--- src/rtl/arb_mux_pkg.sv ---
// rtl/arb_mux_pkg.sv - shared types and pointer wrap helper for arb_mux
package arb_mux_pkg;

    typedef enum logic {
        ARB_RR    = 1'b0,
        ARB_FIXED = 1'b1
    } arb_mode_e;

    // Explicit wrap so non-power-of-two channel counts cycle correctly
    function automatic int next_ptr(input int idx, input int n);
        return (idx == n - 1) ? 0 : idx + 1;
    endfunction

endpackage

--- src/rtl/arb_mux_rr_grant.sv ---
// rtl/arb_mux_rr_grant.sv - combinational round-robin / fixed-priority grant
module rr_grant
    import arb_mux_pkg::*;
#(
    parameter int N     = 8,
    parameter int SEL_W = $clog2(N)
) (
    input  logic [N-1:0]     req,
    input  logic [SEL_W-1:0] ptr,
    input  arb_mode_e        mode,
    output logic [N-1:0]     gnt,
    output logic [SEL_W-1:0] idx,
    output logic             any
);

    int   start;
    logic found;

    // Two passes: first from start up to N-1, then wrap from 0 to start-1
    always_comb begin
        gnt   = '0;
        idx   = '0;
        found = 1'b0;
        start = (mode == ARB_FIXED) ? 0 : int'(ptr);
        for (int k = 0; k < N; k++) begin
            if (!found && k >= start && req[k]) begin
                found  = 1'b1;
                gnt[k] = 1'b1;
                idx    = SEL_W'(k);
            end
        end
        for (int k = 0; k < N; k++) begin
            if (!found && k < start && req[k]) begin
                found  = 1'b1;
                gnt[k] = 1'b1;
                idx    = SEL_W'(k);
            end
        end
    end

    assign any = |req;

endmodule

--- src/rtl/arb_mux.sv ---
// rtl/arb_mux.sv - N-way arbitrating mux with one-entry registered output slice
module arb_mux
    import arb_mux_pkg::*;
#(
    parameter int WIDTH = 16,
    parameter int N     = 8,
    parameter int MODE  = 0,
    parameter int SEL_W = $clog2(N)
) (
    input  logic                 clk,
    input  logic                 rst_n,
    input  logic [N-1:0]         in_valid,
    input  logic [N*WIDTH-1:0]   in_data,
    output logic [N-1:0]         in_ready,
    output logic                 out_valid,
    output logic [WIDTH-1:0]     out_data,
    output logic [SEL_W-1:0]     out_sel,
    input  logic                 out_ready
);

    localparam arb_mode_e MODE_E = (MODE == 1) ? ARB_FIXED : ARB_RR;

    logic [SEL_W-1:0] ptr;
    logic [N-1:0]     gnt;
    logic [SEL_W-1:0] idx;
    logic             any;
    logic             load;
    logic [WIDTH-1:0] win_data;

    rr_grant #(
        .N     (N),
        .SEL_W (SEL_W)
    ) u_grant (
        .req  (in_valid),
        .ptr  (ptr),
        .mode (MODE_E),
        .gnt  (gnt),
        .idx  (idx),
        .any  (any)
    );

    assign load     = !out_valid || out_ready;
    assign in_ready = (rst_n && load) ? gnt : '0;

    always_comb begin
        win_data = '0;
        for (int k = 0; k < N; k++) begin
            if (gnt[k]) begin
                win_data = in_data[k*WIDTH +: WIDTH];
            end
        end
    end

    // A held beat is dropped on reset; ptr stays 0 in fixed-priority mode
    always_ff @(posedge clk) begin
        if (!rst_n) begin
            out_valid <= 1'b0;
            out_data  <= '0;
            out_sel   <= '0;
            ptr       <= '0;
        end else if (load) begin
            if (any) begin
                out_valid <= 1'b1;
                out_data  <= win_data;
                out_sel   <= idx;
                if (MODE_E == ARB_RR) begin
                    ptr <= SEL_W'(next_ptr(int'(idx), N));
                end
            end else begin
                out_valid <= 1'b0;
            end
        end
    end

endmodule
--- config.mk ---
export PLATFORM = sky130hd
export DESIGN_NAME = arb_mux
export DESIGN_NICKNAME = d
export VERILOG_FILES = /design/src/rtl/arb_mux_pkg.sv /design/src/rtl/arb_mux_rr_grant.sv /design/src/rtl/arb_mux.sv
export SDC_FILE = /design/constraint.sdc
export NUM_CORES = 1
export LEC_CHECK = 0
export BUFFER_PORTS_ARGS = -buffer_cell sky130_fd_sc_hd__buf_2
export CAP_MARGIN = 40
export CORE_UTILIZATION = 44
export CTS_BUF_LIST = sky130_fd_sc_hd__clkbuf_4 sky130_fd_sc_hd__clkbuf_8
export CTS_CLUSTER_SIZE = 30
export DETAILED_ROUTE_END_ITERATION = 8
export GPL_TIMING_DRIVEN = 0
export PLACE_DENSITY_LB_ADDON = 0.2
export SLEW_MARGIN = 20
export SYNTH_ARGS = -nofsm -noshare
export SYNTH_HDL_FRONTEND = slang
export SYNTH_SLANG_ARGS = --single-unit
--- constraint.sdc ---
create_clock -name clk -period 6.85 [get_ports clk]
set_input_delay 0.3425 -clock clk [delete_from_list [all_inputs] [get_ports clk]]
set_output_delay 0.3425 -clock clk [all_outputs]
set_load 0.005 [all_outputs]
==> results of run 1 <==
## stage by stage
| stage | utilization, % | cell area [sq um] |
|---|---|---|
| 2_1_floorplan | - | 2110 |
| 3_3_place_gp | 67.1 | 3000 |
| 3_5_place_dp | 67.1 | 3000 |
| 4_1_cts | 68.2 | 3050 |
| 5_1_grt | 68.2 | 3050 |
| 6_report | 68.2 | 3050 |
## logic make-up after synthesis
kind of cell               after synthesis  synth area share [%]
AOI/OAI and AO/OA                      130                  47.7
and+or+nand+nor                         86                  21.4
adders and majority gates                2                  1.18
buffers and inverters                   36                  7.93
DFF                                     23                  21.8
## layout by cell type (no fill, tap or decap), types with 2 or more instances in the layout
master,synthesis,routed
nor2_1,21,21
and3_1,7,7
buf_6,2,2
a21o_1,2,2
o211ai_1,7,7
nand3_1,3,3
nand2_1,23,23
o211a_1,2,2
or4_4,2,2
a211o_1,5,5
dfxtp_1,23,23
and2_1,2,2
a221o_1,5,5
a31o_1,11,11
a21boi_0,4,4
buf_2,11,176
nor3b_1,2,2
nor2b_1,4,4
o21a_1,2,2
o21bai_1,2,2
a221oi_1,21,21
a222oi_1,11,11
clkbuf_1,13,13
o21ai_0,17,17
or3_1,11,11
a31oi_1,5,5
clkbuf_8,0,3
inv_1,9,9
a21oi_1,24,24
ha_1,2,2
a32o_1,2,2
## power groups by stage
stage               combinational (mW)  sequential [mW]  clock (mW)
floorplan                        0.223            0.179           0
global route                     0.400            0.178      0.0936
finish                           0.372            0.175      0.0873
global placement                 0.361            0.177           0
detailed placement               0.364            0.177           0
CTS                              0.365            0.174      0.0883
## sequential cells by signal, indices dropped and copies added (netlist names)
| name | flops |
|---|---|
| out_valid | 1 |
| ptr | 3 |
| out_sel | 3 |
| out_data | 16 |
## layout make-up
class                      count  area share [%]
multi-input combinational    218            48.6
timing repair buffer         165            27.0
sequential                    23            15.1
buffer                        27            4.39
tap                           52            2.13
clock buffer                   4            1.60
inverter                       9            1.11
## critical path: cells and delay by family (launching register included)
family | cells | cell delay [ns]
AOI/OAI and AO/OA | 2 | 0.85
buffers and inverters | 3 | 0.66
and+or+nand+nor | 3 | 0.45
DFF | 1 | 0.31
## metal layers
metal | vias up | wire, um | GRT usage, %
li1 | 1442 | - | -
met1 | 1383 | 3980 | 43.7
met2 | 160 | 3960 | 53.7
met3 | 21 | 614 | 3.38
met4 | 0 | 208 | 11.3
met5 | - | 0 | 0
## path summary, 6_finish.rpt
check	to	slack, ns	cells after the start
min	out_data[15]	0.37	3
max	in_ready[1]	3.97	8
min reg2reg	out_sel[0]	0.49	2
max reg2reg	ptr[0]	4.11	12
==> results.json, run 1 <==
{
  "initial_utilization_pct": 47.2,
  "synthesis.area_sq_um": 2110,
  "ios": 167,
  "fillCellCount": 402,
  "die_h_um": 71.3,
  "drive_above_1_share_pct": 43.3,
  "finalSetupViolations": 0,
  "hold_buffers": 0,
  "synth_common_cells": "a21oi_1, dfxtp_1, nand2_1",
  "dieArea_sq_um": 5080,
  "r2r-start": "ptr[1]",
  "start_kind": "register",
  "ys_types": 52,
  "yosysWarnings": 0,
  "clock.fmax_ghz": 0.347,
  "synth_edf_count": 0,
  "synthCells": 277,
  "place_ws_ns": 4.13,
  "syn_nets": 418,
  "p_clk_share_pct": 13.8,
  "setup_tns_ns": 0,
  "finalHoldViolCount": 0,
  "failed_checks": "DRC",
  "clk_pin_slew_ns": 0.08,
  "clockBufferDepth": 2,
  "ctsResizeCount": 0,
  "postSynthAreaPerCell_sq_um": 7.63,
  "firstDrtPassIters": 9,
  "nNetsFinal": 588,
  "regArea_sq_um": 460,
  "cp-end-kind": "primary output",
  "stdcell_count": 498,
  "synth.most_common_cell": "a21oi_1",
  "finClkSkew_ns": 0.00205,
  "worstSetupStartpoint": "ptr[0]",
  "maxSlewHeadroom_pct": 58.5,
  "grt_pass1_vias": 2575,
  "hold_slack_ns": 0.365,
  "io_buffers": 165,
  "ir_drop_mv": 0.198,
  "vias": 3006,
  "insertion_delay_ns": 0.26,
  "leakage_nw": 1.57,
  "design.core.area_sq_um": 4470,
  "fin_ws_ns": 3.97,
  "track_usage_pct": 32.3,
  "p_int_uw": 377,
  "drv_slew": 0,
  "critPathKind": "reg -> out",
  "grt_max_degree": 13,
  "period_share_pct": 42.1,
  "crit_top_cell": "buf_2",
  "tightest_slew_ns": 0.620,
  "crit_chain": "buf_2, nor2b_2, o22ai_1, nand2b_1, o41ai_4, buf_2, and3_1, buf_2",
  "htree_levels": 1,
  "synth_area_leaders": "dfxtp_1, a221oi_1, a21oi_1",
  "cpPeakStageDelay_ns": 0.62,
  "comb_power_share_pct": 58.7,
  "cts.root.buffer_cell": "clkbuf_8",
  "hold_path.class": "in -> reg",
  "drc_errors": 13,
  "hpwl_mm": 7.03,
  "cp.required_ns": 6.51,
  "yosysSeqAreaShare_pct": 21.8,
  "die_x_um": 71.3,
  "cap_violations": 0,
  "place.gp.congestion": 1.01,
  "rsz0062_at_grt": "false",
  "holdCritStartpoint": "in_data[111]",
  "netlist.area_leader.share_pct": 21.8,
  "wire_per_inst_um": 17.6,
  "p_per_area_nw_per_um2": 208,
  "rows": 24,
  "synthToLayoutAreaGrowth_pct": 44.5,
  "cts.sinks": 23,
  "cts_tree": "done",
  "cts_setup_buffers": 0,
  "cts_buffers": 3,
  "power.total_uw": 634,
  "ys_seq_elements": 23,
  "overflow": 0,
  "synthFlopType": "dfxtp_1",
  "grt_first_pass_wirelength_mm": 12.8,
  "n_antenna_cell": 0,
  "p_switching_uw": 256,
  "yosysTopAreaCell": "dfxtp_1",
  "finalCriticalPeriod_ns": 2.88,
  "via_per_inst": 6.04,
  "status": "complete, but fails checks",
  "totalWireLength_mm": 8.76,
  "swShare_pct": 40.4,
  "drt_iter0_drc": 271,
  "seq_power_share_pct": 27.6,
  "ys_async_sr_fraction_pct": 0,
  "grt_antenna_before_repair": 0,
  "ant_nets": 0,
  "multiInputGateArea_sq_um": 1490,
  "dp.cells": 494,
  "slowest_stage": "o41ai_4",
  "cp_max_fo": 10,
  "worstPathArrival_ns": 2.54
}
(Power assumes the default switching activity.)
==> run 2, diff against run 1 <==
CORE_UTILIZATION = 41   (was 44)
clock period = 2.85 ns   (was 6.85 ns; I/O delays follow)
==> run 2 against run 1 <==
  * The flow now finishes without violations
  * Critical endpoint unchanged
  * Via count shrank 0.40%
  * Register-to-register slack lost 3.9 ns
  * Sequential share of layout area shrank 0.11 points
  * Largest cell class unchanged
==> results.json, run 2 (synthesis gave the netlist of run 1 again) <==
{
  "setup_tns_ns": 0,
  "finalHoldViolCount": 0,
  "post-route-util_pct": 63.4,
  "overflow": 0,
  "cp-end-kind": "primary output",
  "cts.sinks": 23,
  "design.core.area_sq_um": 4850,
  "drt_iter0_drc": 321,
  "r2r_cells": 12,
  "grt_pass1_vias": 2506,
  "ff2ff_setup_slack_ns": 0.23,
  "crit_chain": "buf_2, nor2b_2, o22ai_1, nand2b_1, o41ai_4, buf_2, and3_1, buf_2",
  "cp_max_fo": 10,
  "crit_top_cell": "buf_2",
  "hpwl_mm": 6.89,
  "top_regs": "out_data: 16 flops, out_sel: 3 flops, ptr: 3 flops",
  "slowest_stage": "o41ai_4",
  "initial_utilization_pct": 43.6,
  "die_h_um": 73.8,
  "clockBufferDepth": 2,
  "cpPeakStageDelay_ns": 0.64,
  "nNetsFinal": 588,
  "critPathKind": "reg -> out",
  "clock.fmax_ghz": 0.367,
  "swShare_pct": 41.3,
  "dp.cells": 509,
  "power.total_mw": 1.53,
  "grt_antenna_before_repair": 0,
  "ant_nets": 0,
  "drive_above_1_share_pct": 43.5,
  "dieArea_sq_um": 5450,
  "rsz0062_at_grt": "false",
  "min_path_cells": 3,
  "finClkSkew_ns": 0.00246,
  "synthToLayoutAreaGrowth_pct": 45.5,
  "worstSetupStartpoint": "ptr[0]",
  "path_delay_family": "compound AO/OA/AOI/OAI gates",
  "hold_buffers": 0,
  "leakage_nw": 1.58,
  "htree_levels": 1,
  "drc_errors": 0,
  "totalWireLength_mm": 8.80,
  "cts.root.buffer_cell": "clkbuf_8",
  "io_buffers": 165,
  "max_flop_register": "out_data",
  "reg2reg_to": "ptr[0]",
  "seq_power_share_pct": 27.6,
  "grt_max_degree": 14,
  "status": "completed",
  "hold_path.class": "in -> reg",
  "final_common_cell": "buf_2",
  "r2r-start": "ptr[0]",
  "tightest_slew_ns": 0.646,
  "track_usage_pct": 30.5,
  "cp.required_ns": 2.71,
  "p_int_uw": 897,
  "place.gp.congestion": 0.990,
  "start_kind": "register",
  "clk_pin_slew_ns": 0.09,
  "wire_per_inst_um": 17.1,
  "die_x_um": 73.8,
  "firstDrtPassIters": 5,
  "cts_buffers": 3,
  "final_cell_mix": "buf_2, a21oi_1, nand2_1, dfxtp_1",
  "p_switching_uw": 630,
  "p_per_area_nw_per_um2": 497,
  "finalSetupViolations": 0,
  "finalCriticalPeriod_ns": 2.72,
  "comb_power_share_pct": 58.5,
  "crit_end": "in_ready[1]",
  "place_ws_ns": 0.216,
  "insertion_delay_ns": 0.27,
  "worstPathArrival_ns": 2.58,
  "ir_drop_mv": 0.337,
  "drv_slew": 0,
  "vias": 2994,
  "stdcell_count": 513,
  "ios": 167,
  "cap_violations": 0,
  "cts_tree": "done",
  "largest_reg_flops": 16,
  "rows": 25,
  "fin_ws_ns": 0.125,
  "cp.depth": 8,
  "via_per_inst": 5.84,
  "n_antenna_cell": 0,
  "grt_first_pass_wirelength_mm": 12.6,
  "cp_num_buf_inv": 3,
  "p_clk_share_pct": 13.9,
  "maxSlewHeadroom_pct": 56.8,
  "period_share_pct": 95.6
}
[run 2: cell count changes in the layout (fill, tap and decap cells not counted), sizes merged]
cell,delta
clkinv,+1
clkbuf,-1
[run 2: through the flow]
step / hold WS [ns] / cell area [sq um]
after floorplan: 0.338 / 2110
after global placement: 0.434 / 3020
after detailed placement: 0.437 / 3020
after CTS: 0.162 / 3070
after global routing: 0.178 / 3080
final: 0.157 / 3080
[run 2: worst register-to-register path, cell delays in order (launching register included)]
cell and delay (ns):
dfxtp_1 0.30, buf_2 0.17, nor2b_2 0.16, o22ai_1 0.13, and3_1 0.21, a2bb2o_1 0.27
clkbuf_1 0.23, buf_2 0.28, nor2_1 0.18, nand2_1 0.08, ha_1 0.20, o31ai_1 0.21
and2_1 0.14
[run 2: power groups by stage]
stage | logic, mW | registers, mW | clock network [mW]
2_1_floorplan | 0.535 | 0.430 | 0
3_3_place_gp | 0.865 | 0.425 | 0
3_5_place_dp | 0.874 | 0.426 | 0
4_1_cts | 0.879 | 0.419 | 0.209
5_1_grt | 0.966 | 0.427 | 0.221
6_report | 0.894 | 0.421 | 0.212
[run 2: what timing repair did]
action                                  in CTS  in global routing
endpoints found under the hold margin        0                  0
buffers inserted                             0                  0
gates resized for setup                      0                  3
endpoints found under the setup margin       0                  1
[run 2: how the worst min path moves through the flow]
| stage | from | endpoint | slack, ns |
|---|---|---|---|
| floorplan | in_data[106] | out_data[10] | 0.34 |
| global placement | in_data[127] | out_data[15] | 0.43 |
| detailed placement | in_data[112] | out_data[0] | 0.44 |
| CTS | in_data[112] | out_data[0] | 0.16 |
| global route | in_data[109] | out_data[13] | 0.18 |
| finish | in_data[111] | out_data[15] | 0.16 |
[run 2: metal layers]
layer	part of all wire (%)	routed length, um	vias up	GRT usage (%)
met1	46	4080	1399	43.4
li1	-	-	1442	-
met2	46	4090	142	49.6
met5	0	0	-	0
met4	1.3	114	0	7.48
met3	5.8	511	11	2.47
[run 2: cell type report]
type | count | area (sq um)
inverter | 9 | 33.8
sequential | 23 | 460
multi-input combinational | 218 | 1490
tap | 67 | 83.8
buffer | 27 | 135
timing repair buffer | 165 | 826
clock inverter | 1 | 5.00
clock buffer | 3 | 41.3
fill | 462 | 1770
==> run 3, diff against run 2 <==
ABC_AREA = 1   (was not set)
CORE_ASPECT_RATIO = 0.9   (was not set)
CORE_UTILIZATION = 44   (was 41)
TNS_END_PERCENT = 10   (was not set)
==> run 3 against run 2 <==
  * Clock power barely moved
  * Synthesized cell count rose by 54%
  * Clock skew barely moved
  * Worst hold slack improved by 0.028 ns
  * Total power rose by 16%
  * Largest power group unchanged
==> results.json, run 3 <==
{
  "status": "completed",
  "hold_path.class": "in -> reg",
  "place.gp.congestion": 0.887,
  "hold_buffers": 0,
  "via_per_inst": 5.17,
  "r2r_cells": 11,
  "cts_buffers": 3,
  "fillCellCount": 537,
  "htree_levels": 1,
  "regArea_sq_um": 460,
  "synth_common_cells": "nand2_1, nor2_1, a21oi_1",
  "ys_async_sr_fraction_pct": 0,
  "finClkSkew_ns": 0.00239,
  "leakage_nw": 1.90,
  "rows": 25,
  "synthFlopType": "dfxtp_1",
  "slowest_stage": "dfxtp_1",
  "postSynthAreaPerCell_sq_um": 5.89,
  "critPathKind": "reg -> reg",
  "clockBufferDepth": 2,
  "power.total_mw": 1.78,
  "ys_types": 38,
  "synthToLayoutAreaGrowth_pct": 38.4,
  "cp.depth": 11,
  "ff2ff_setup_slack_ns": 0.24,
  "firstDrtPassIters": 4,
  "initial_utilization_pct": 46.7,
  "synth_top_family_by_area": "simple AND/OR/NAND/NOR gates",
  "hpwl_mm": 7.31,
  "worstPathArrival_ns": 2.75,
  "synth.most_common_cell": "nand2_1",
  "design.core.area_sq_um": 5380,
  "cap_violations": 0,
  "finalHoldViolCount": 0,
  "cp.required_ns": 2.99,
  "yosysWarnings": 0,
  "cp-end-kind": "register",
  "synthXorXnorAreaFrac_pct": 0,
  "synthCells": 427,
  "drc_errors": 0,
  "grt_max_degree": 13,
  "rsz0062_at_grt": "false",
  "synthesis.area_sq_um": 2510,
  "period_share_pct": 91.5,
  "io_buffers": 166,
  "track_usage_pct": 29.4,
  "cts_tree": "done",
  "vias": 3426,
  "wire_per_inst_um": 13.3,
  "multiInputGateArea_sq_um": 1860,
  "synth_edf_count": 0,
  "grt_pass1_vias": 3078,
  "cts_setup_buffers": 0,
  "synth.area.mux_share_pct": 0,
  "largest_reg_flops": 16,
  "clk_pin_slew_ns": 0.08,
  "totalWireLength_mm": 8.79,
  "n_antenna_cell": 0,
  "netlist.area_leader.share_pct": 21.2,
  "cpPeakStageDelay_ns": 0.37,
  "clock.fmax_ghz": 0.383,
  "die_h_um": 73.7,
  "finalCriticalPeriod_ns": 2.61,
  "cts.root.buffer_cell": "clkbuf_8",
  "insertion_delay_ns": 0.27,
  "path_delay_family": "simple AND/OR/NAND/NOR gates",
  "overflow": 0,
  "whs_endpoint": "ptr[2]",
  "setup_tns_ns": 0,
  "syn_nets": 568,
  "cp_max_fo": 10,
  "drive_above_1_share_pct": 36.2,
  "min_path_cells": 3,
  "finalSetupViolations": 0,
  "dieArea_sq_um": 6020,
  "r2r-start": "ptr[1]",
  "holdCritStartpoint": "rst_n",
  "top_regs": "out_data: 16 flops, out_sel: 3 flops, ptr: 3 flops",
  "synth_compound_area_share_pct": 21.1,
  "synthAdderAreaFrac_pct": 0.996,
  "crit_chain": "nor2_2, nand3_4, nand3b_1, clkbuf_2, nand4_1, inv_1, nand4_1, ha_1, ha_1, o21ai_0, a21oi_1",
  "yosysSeqAreaShare_pct": 18.3,
  "cp_num_buf_inv": 2,
  "ys_seq_elements": 23,
  "nNetsFinal": 738,
  "drt_iter0_drc": 163,
  "reg2reg_to": "ptr[2]",
  "start_kind": "register",
  "cts.sinks": 23,
  "hold_slack_ns": 0.185,
  "grt_antenna_before_repair": 0,
  "final_common_cell": "buf_2",
  "yosysTopAreaCell": "nand2_1",
  "tightest_slew_ns": 0.586,
  "max_flop_register": "out_data",
  "final_cell_mix": "buf_2, nand2_1, nor2_1",
  "synth_area_leaders": "nand2_1, dfxtp_1, nor2_1",
  "ir_drop_mv": 0.256,
  "maxSlewHeadroom_pct": 60.9,
  "ios": 167,
  "ant_nets": 0,
  "die_x_um": 81.7,
  "drv_slew": 0,
  "synthSimpleGateAreaFrac_pct": 51.7,
  "p_per_area_nw_per_um2": 511,
  "grt_first_pass_wirelength_mm": 13.5
}
==> run 3: what timing repair did <==
| item | CTS | global route |
|---|---|---|
| endpoints found under the setup margin | 0 | 1 |
| resized for setup | 0 | 3 |
| endpoints found under the hold margin | 0 | 0 |
==> run 3: how the worst max path moves through the flow <==
stage,start,end,slack [ns]
finish,ptr[1],ptr[2],0.24
global route,ptr[1],ptr[2],0.08
CTS,ptr[1],ptr[2],0.14
detailed placement,ptr[1],ptr[2],0.16
global placement,ptr[1],ptr[2],0.21
floorplan,ptr[1],ptr[2],0.59
==> run 3: cell families after synthesis <==
| logic type | after synthesis |
|---|---|
| flip-flops | 23 |
| adder cells (fa/ha/maj) | 2 |
| AO/OA/AOI/OAI | 83 |
| buffers and inverters | 45 |
| AND/OR/NAND/NOR | 274 |
==> run 3: layout make-up <==
cell class	instances	area share (%)
multi-input combinational	359	53.4
timing repair buffer	166	23.9
sequential	23	13.2
inverter	29	3.13
buffer	15	2.55
tap	67	2.41
clock buffer	4	1.40
==> run 3: power by group <==
group,switching (mW),internal (mW)
Clock,0.106,0.109
Combinational,0.655,0.443
Sequential,0.0606,0.406
Total,0.822,0.958
==> run 3: metrics by stage <==
stage	utilization [%]	std cells	cell area [sq um]	setup WS (ns)
floorplan	-	427	2510	0.594
global placement	63.7	660	3430	0.214
detailed placement	63.7	660	3430	0.156
CTS	64.6	664	3480	0.140
global route	64.7	663	3480	0.0783
finish	64.7	663	3480	0.242
==> run 3: per-layer routing <==
| metal | GRT usage (%) | part of all wire [%] | up-vias | wire length, um |
|---|---|---|---|---|
| li1 | - | - | 1730 | - |
| met1 | 33.5 | 40 | 1527 | 3510 |
| met2 | 54.9 | 51 | 143 | 4440 |
| met3 | 6.09 | 6.8 | 26 | 594 |
| met4 | 7.99 | 2.8 | 0 | 248 |
| met5 | 0 | 0 | - | 0 |
==> run 3: tightest hold or removal path: cells and delay by family <==
family                 cells  cell delay [ns]
buffers and inverters      1             0.14
AOI/OAI and AO/OA          2             0.12
